### src/rtl/rx_depacketizer_pkg.sv
// rtl/rx_depacketizer_pkg.sv - shared Rx/Tx packet constants, FSM encoding and error bit indices
package rx_depacketizer_pkg;

    localparam logic [15:0] SYNC_WORD_DEF = 16'hEB90;
    localparam int          MAX_LEN_DEF   = 512;
    localparam int          TIMEOUT_DEF   = 64;
    localparam logic [7:0]  CSUM_SEED     = 8'h00;

    localparam int ERR_CSUM = 0;
    localparam int ERR_LEN  = 1;
    localparam int ERR_OVF  = 2;

    typedef enum logic [2:0] {
        ST_HUNT    = 3'd0,
        ST_LEN_HI  = 3'd1,
        ST_LEN_LO  = 3'd2,
        ST_PAYLOAD = 3'd3,
        ST_CHECK   = 3'd4
    } depkt_state_e;

endpackage

### src/rtl/depkt_sync_hunter.sv
// rtl/depkt_sync_hunter.sv - byte-aligned sync word detector with overlapping match support
module depkt_sync_hunter
    import rx_depacketizer_pkg::*;
#(
    parameter logic [15:0] SYNC_WORD = SYNC_WORD_DEF
) (
    input  logic       clk,
    input  logic       rst_n,
    input  logic       en_i,
    input  logic [7:0] byte_i,
    output logic       match_o
);

    logic [7:0] prev_q, prev_d;

    // Comparing against the incoming byte lets a byte that breaks a partial match start a new one.
    assign match_o = en_i && ({prev_q, byte_i} == SYNC_WORD);

    always_comb begin
        prev_d = prev_q;
        if (en_i) begin
            prev_d = match_o ? 8'h00 : byte_i;
        end
    end

    always_ff @(posedge clk or negedge rst_n) begin
        if (!rst_n) begin
            prev_q <= 8'h00;
        end else begin
            prev_q <= prev_d;
        end
    end

endmodule

### src/rtl/rx_depacketizer.sv
// rtl/rx_depacketizer.sv - sync hunt, length parse, payload forward and XOR checksum check
// Optional input-idle watchdog enabled by DEPKT_TIMEOUT_EN.
module rx_depacketizer
    import rx_depacketizer_pkg::*;
#(
    parameter logic [15:0] SYNC_WORD = SYNC_WORD_DEF,
    parameter int          MAX_LEN   = MAX_LEN_DEF
) (
    input  logic        clk,
    input  logic        rst_n,
    input  logic        clk_enable,
    input  logic [7:0]  I_tdata,
    input  logic        I_tvalid,
    output logic [7:0]  O_tdata,
    output logic        O_tvalid,
    input  logic        O_tready,
    output logic        O_tlast,
    output logic        O_tuser,
    output logic [15:0] payload_length,
    output logic        pkt_done,
    output logic [2:0]  err_pulse
);

    depkt_state_e state_q, state_d;
    logic [7:0]  len_hi_q, len_hi_d, csum_q, csum_d, hold_q, hold_d, out_data_q, out_data_d;
    logic [15:0] len_q, len_d, cnt_q, cnt_d, new_len;
    logic        out_valid_q, out_valid_d, out_last_q, out_last_d, out_user_q, out_user_d;
    logic        done_q, done_d;
    logic [2:0]  err_q, err_d;
    logic        beat, xfer, out_free, hunt_match, move, move_last, move_user;
`ifdef DEPKT_TIMEOUT_EN
    logic [15:0] wdog_q, wdog_d;
`endif

    assign beat     = clk_enable && I_tvalid;
    assign xfer     = clk_enable && out_valid_q && O_tready;
    assign out_free = !out_valid_q || xfer;
    assign new_len  = {len_hi_q, I_tdata};

    depkt_sync_hunter #(.SYNC_WORD(SYNC_WORD)) u_hunter (
        .clk     (clk),
        .rst_n   (rst_n),
        .en_i    (beat && (state_q == ST_HUNT)),
        .byte_i  (I_tdata),
        .match_o (hunt_match)
    );

    always_comb begin
        state_d     = state_q;
        len_hi_d    = len_hi_q;
        len_d       = len_q;
        csum_d      = csum_q;
        cnt_d       = cnt_q;
        hold_d      = hold_q;
        out_data_d  = out_data_q;
        out_valid_d = out_valid_q;
        out_last_d  = out_last_q;
        out_user_d  = out_user_q;
        done_d      = 1'b0;
        err_d       = 3'b000;
        move        = 1'b0;
        move_last   = 1'b0;
        move_user   = 1'b0;
`ifdef DEPKT_TIMEOUT_EN
        wdog_d      = wdog_q;
`endif
        if (xfer) begin
            out_valid_d = 1'b0;
        end

        case (state_q)
            ST_HUNT: begin
                if (hunt_match) state_d = ST_LEN_HI;
            end
            ST_LEN_HI: begin
                if (beat) begin
                    len_hi_d = I_tdata;
                    csum_d   = CSUM_SEED ^ I_tdata;
                    state_d  = ST_LEN_LO;
                end
            end
            ST_LEN_LO: begin
                if (beat) begin
                    len_d  = new_len;
                    csum_d = csum_q ^ I_tdata;
                    if (new_len == 16'd0 || new_len > 16'(MAX_LEN)) begin
                        err_d[ERR_LEN] = 1'b1;
                        state_d        = ST_HUNT;
                    end else begin
                        cnt_d   = 16'd0;
                        state_d = ST_PAYLOAD;
                    end
                end
            end
            ST_PAYLOAD: begin
                if (beat) begin
                    csum_d = csum_q ^ I_tdata;
                    hold_d = I_tdata;
                    cnt_d  = cnt_q + 16'd1;
                    move   = (cnt_q != 16'd0);
                    if (cnt_q == len_q - 16'd1) state_d = ST_CHECK;
                end
            end
            ST_CHECK: begin
                if (beat) begin
                    move      = 1'b1;
                    move_last = 1'b1;
                    move_user = (csum_q != I_tdata);
                    state_d   = ST_HUNT;
                end
            end
            default: state_d = ST_HUNT;
        endcase

        // A blocked move means the source cannot be stalled: abort and mark the pending beat bad.
        if (move) begin
            if (out_free) begin
                out_data_d  = hold_q;
                out_valid_d = 1'b1;
                out_last_d  = move_last;
                out_user_d  = move_user;
                if (move_last) begin
                    err_d[ERR_CSUM] = move_user;
                    done_d          = !move_user;
                end
            end else begin
                out_last_d     = 1'b1;
                out_user_d     = 1'b1;
                err_d[ERR_OVF] = 1'b1;
                state_d        = ST_HUNT;
            end
        end

`ifdef DEPKT_TIMEOUT_EN
        if (state_q == ST_HUNT || beat) begin
            wdog_d = 16'd0;
        end else if (clk_enable) begin
            if (wdog_q == 16'(TIMEOUT_DEF - 1)) begin
                wdog_d         = 16'd0;
                err_d[ERR_LEN] = 1'b1;
                state_d        = ST_HUNT;
                if (out_valid_q && !xfer && !out_last_q) begin
                    out_last_d = 1'b1;
                    out_user_d = 1'b1;
                end
            end else begin
                wdog_d = wdog_q + 16'd1;
            end
        end
`endif
    end

    always_ff @(posedge clk or negedge rst_n) begin
        if (!rst_n) begin
            state_q     <= ST_HUNT;
            len_hi_q    <= 8'h00;
            len_q       <= 16'd0;
            csum_q      <= 8'h00;
            cnt_q       <= 16'd0;
            hold_q      <= 8'h00;
            out_data_q  <= 8'h00;
            out_valid_q <= 1'b0;
            out_last_q  <= 1'b0;
            out_user_q  <= 1'b0;
            done_q      <= 1'b0;
            err_q       <= 3'b000;
        end else begin
            state_q     <= state_d;
            len_hi_q    <= len_hi_d;
            len_q       <= len_d;
            csum_q      <= csum_d;
            cnt_q       <= cnt_d;
            hold_q      <= hold_d;
            out_data_q  <= out_data_d;
            out_valid_q <= out_valid_d;
            out_last_q  <= out_last_d;
            out_user_q  <= out_user_d;
            done_q      <= done_d;
            err_q       <= err_d;
        end
    end

`ifdef DEPKT_TIMEOUT_EN
    always_ff @(posedge clk or negedge rst_n) begin
        if (!rst_n) begin
            wdog_q <= 16'd0;
        end else begin
            wdog_q <= wdog_d;
        end
    end
`endif

    assign O_tdata        = out_data_q;
    assign O_tvalid       = out_valid_q;
    assign O_tlast        = out_last_q;
    assign O_tuser        = out_user_q;
    assign payload_length = len_q;
    assign pkt_done       = done_q;
    assign err_pulse      = err_q;

endmodule
### config.mk
export PLATFORM = sky130hd
export DESIGN_NAME = rx_depacketizer
export DESIGN_NICKNAME = d
export VERILOG_FILES = /design/src/rtl/rx_depacketizer_pkg.sv /design/src/rtl/depkt_sync_hunter.sv /design/src/rtl/rx_depacketizer.sv
export SDC_FILE = /design/constraint.sdc
export NUM_CORES = 1
export LEC_CHECK = 0
export CORE_ASPECT_RATIO = 0.75
export CORE_MARGIN = 4
export CORE_UTILIZATION = 50
export DETAILED_ROUTE_END_ITERATION = 6
export DONT_BUFFER_PORTS = 1
export GPL_TIMING_DRIVEN = 0
export PLACE_DENSITY = 0.76
export SLEW_MARGIN = 0
export SYNTH_ARGS = -nofsm -noshare
export SYNTH_HDL_FRONTEND = slang
export SYNTH_SLANG_ARGS = --single-unit
### constraint.sdc
create_clock -name clk -period 4.9 [get_ports clk]
set_input_delay 1.225 -clock clk [delete_from_list [all_inputs] [get_ports clk]]
set_output_delay 1.225 -clock clk [all_outputs]
set_load 0.005 [all_outputs]
==> summary.txt <==
Logic synthesis
  • Synth Cell Area: approximately 0.0044 mm²
  • FFs w/ async S/R, synth: 100.0%
  • Top_reg_cell synth: dfrtp_1
  • Synth area leader: dfrtp_1
  • Ys Warns: 0
  • Most frequent cell after synthesis: dfrtp_1
  • Synth top area share: 46.98%
  • Synth cell types: 53
  • Register area share after synthesis: a little under half
  • Synth top cells by count: dfrtp_1 (82), nand2_1 (60), mux2_2 (34), xnor2_1 (31), nor2_1 (26)
  • Number of synthesized flops with an enable pin: 0
  • Mean post-synth cell area: 10.45 µm²
  • Syn nets: 434
  • Mapped Cells: 418
  • Area contributors post-synth: dfrtp_1 (47%), mux2_2 (8.8%), xnor2_1 (6.2%)
  • Synth Register Bits: 82

Floorplan
  • Die Y: 88.95 µm
  • Core box area: about 0.0085 mm²
  • Rows: 29
  • IO Count: 44
  • Chip Width: about 120 µm
  • DIE AREA: 0.01031 mm²
  • Initial Util: 51.44%

CTS
  • CTS sink count: between 80 and 90
  • CTS tree: done
  • Clk buf depth: 2
  • Hold Buf Count CTS: 0
  • Clk root buf: clkbuf_16
  • Worst-path clk slew: about 0.06 ns
  • Resized Gates After CTS: 0
  • Cts bufs inserted: 9
  • Htree depth: 3
  • Clk Latency, worst-skew pair: between 0.3 and 0.4 ns
  • Post-CTS setup buffers: 0

Drt
  • DR vias/cell: around 6.0
  • Vias post-DR: approximately 3300
  • Pre-Repair DR Iteration Count: 5
  • Average routed wire per standard cell: 18.68 µm
  • Total Routed Length: 10.13 mm
  • DRC Markers: 0
  • Antenna viol nets, final: 0
  • DRT iter0 DRCs: 246

Power and ir drop
  • Switching part of the total: 36.31%
  • Power per Cell Area: 533.0 mW/mm²
  • Cell internal pwr: 1.623 mW
  • Sequential fraction of design power: 45.0%
  • Pwr Total: around 2.5 mW
  • Part of the power in the clock network: 24.8%
  • Worst VDD drop: 0.0003371 V
  • Gate power share: 30.2%
  • Net Switching: 0.9254 mW
  • Leakage: roughly 2.0 nW

Global route
  • Gr ovfl total: 0
  • Vias in the first global route: 3213
  • GRT Total Usage: 21.37%
  • Initial antenna violation count: 0
  • First-pass GRT wire length: approximately 17 mm
  • Pin count of the biggest net entering global routing: 83

Timing
  • Min Tclk post-route: 2.938 ns
  • Fin. Hold Viols: 0
  • FMAX: 340.4 MHz
  • Fin crit share: about 60%
  • Worst-case clock skew: 0.004999 ns
  • RSZ-0062 raised after global routing: no
  • Endpoints failing setup: 0
  • Final Max Tran Viols: 0
  • Worst Tran Pin Value: between 0.8 and 0.9 ns
  • Max-slew headroom: 41.08%
  • Total negative slack: 0 ns

Place
  • IO Port Bufs: 0
  • Gpl congestion: 0.9186
  • Detailed Place HPWL: 7.233 mm

Setup path
  • Crit. End Element: flop
  • Worst setup SP type: primary input
  • Worst Path Class, Setup: primary input to flop
  • WP data arrival: 3.15 ns
  • Worst Path Max Fanout: 10
  • Worst EP required: 5.11 ns

Run
  • MaxCap Viol Count: 0

Finish
  • Antenna cells: 0
  • Area Overhead vs Synth: 9.482%
  • Final #Nets: 445
  • Layout cells sized above 1: between 10% and 20%

Hold path
  • Hold Path Class: flop to flop

Outcome
  • Status: complete, no violations
path summary, 6_finish.rpt:
kind / from / to / slack, ns / depth (start not counted)
min in group asynchronous: rst_n / cnt_q[13] / 0.58 / 0
hold reg to reg: hold_q[6] / hold_q[6] / 0.48 / 2
max in group asynchronous: rst_n / hold_q[7] / 4.21 / 0
hold / removal: hold_q[6] / hold_q[6] / 0.48 / 2
setup / recovery: I_tdata[7] / cnt_q[7] / 1.96 / 6
setup reg to reg: payload_length[0] / state_q[1] / 2.25 / 8
power by group through the flow:
stage          Clock, mW  Combinational, mW  Sequential [mW]
6_report           0.632              0.771             1.15
5_1_grt            0.674              0.857             1.18
4_1_cts            0.644              0.762             1.15
3_5_place_dp           0              0.753             1.16
3_3_place_gp           0              0.730             1.14
2_1_floorplan          0              0.637             1.08
metal layers:
layer	GRT usage, %	wire, µm	vias to the layer above
met4	6.322	138	0
met5	0	0	-
met3	7.375	1017	13
met1	29.84	4645	1636
met2	31.75	4325	124
li1	-	-	1503
area by class of cell:
cell class / count / area [µm²]
Inverter: 9 / 33.78
Clock buffer: 10 / 239.0
Multi-Input combinational cell: 304 / 2180
Clock inverter: 6 / 40.04
Buffer: 23 / 102.6
Sequential cell: 82 / 2052
Tap cell: 108 / 135.1
Fill cell: 726 / 3709
stage by stage:
stage               setup slack, ns  cell area (µm²)  hold slack (ns)  std cells  utilization, %
finish                        1.962             4782           0.4789        542           56.32
floorplan                     2.096             4368           0.4401        418               -
detailed placement            1.682             4503           0.4603        526           53.04
CTS                           2.034             4782           0.4753        542           56.32
global route                  1.835             4782           0.5062        542           56.32
global placement              1.693             4503           0.4563        526           53.04
sequential cells by signal, summed over array words and instances, names as in the netlist:
signal,count
cnt_q,16
payload_length,16
O_tdata,8
csum_q,8
hold_q,8
len_hi_q,8
u_hunter.prev_q,8
err_pulse,3
state_q,3
O_tlast,1
O_tuser,1
O_tvalid,1
pkt_done,1
critical path: stages:
cell      delay, ns
clkbuf_1       0.23
nor3_1         0.37
nand3_1        0.17
o21ai_0        0.60
clkbuf_1       0.43
nor2_1         0.10
kinds of logic after synthesis:
family | Yosys count | share of synthesized area [%]
flops | 82 | 46.98
xor+xnor | 48 | 9.625
buf+inv | 32 | 3.122
fa+ha+maj | 3 | 0.8594
simple gates | 169 | 21.77
mux | 37 | 9.453
compound gates | 47 | 8.192
layout by cell type, fill, tap and decap left out, drive strengths merged, types with 2 or more instances in the layout:
master,netlist,routed
nand3b,2,2
nor4b,4,4
buf,8,8
nand2,61,61
xor2,17,17
or3,2,2
inv,9,10
o21ai,10,10
nand4,13,13
clkinv,0,4
or4,2,2
mux2,34,34
a21oi,9,9
nor2,28,28
and3,3,3
or2,2,2
a31oi,7,7
a211oi,4,4
dfrtp,82,82
nand2b,3,3
nand3,13,13
clkbuf,15,25
nor3,12,12
xnor2,31,31
and4b,2,2
ha,3,3
mux2i,3,3
a21o,3,3
a2111oi,3,3
nor4,11,11
nor3b,4,4
o31ai,2,2
and4,3,3
Note: power is estimated with default switching activity, not from simulation.
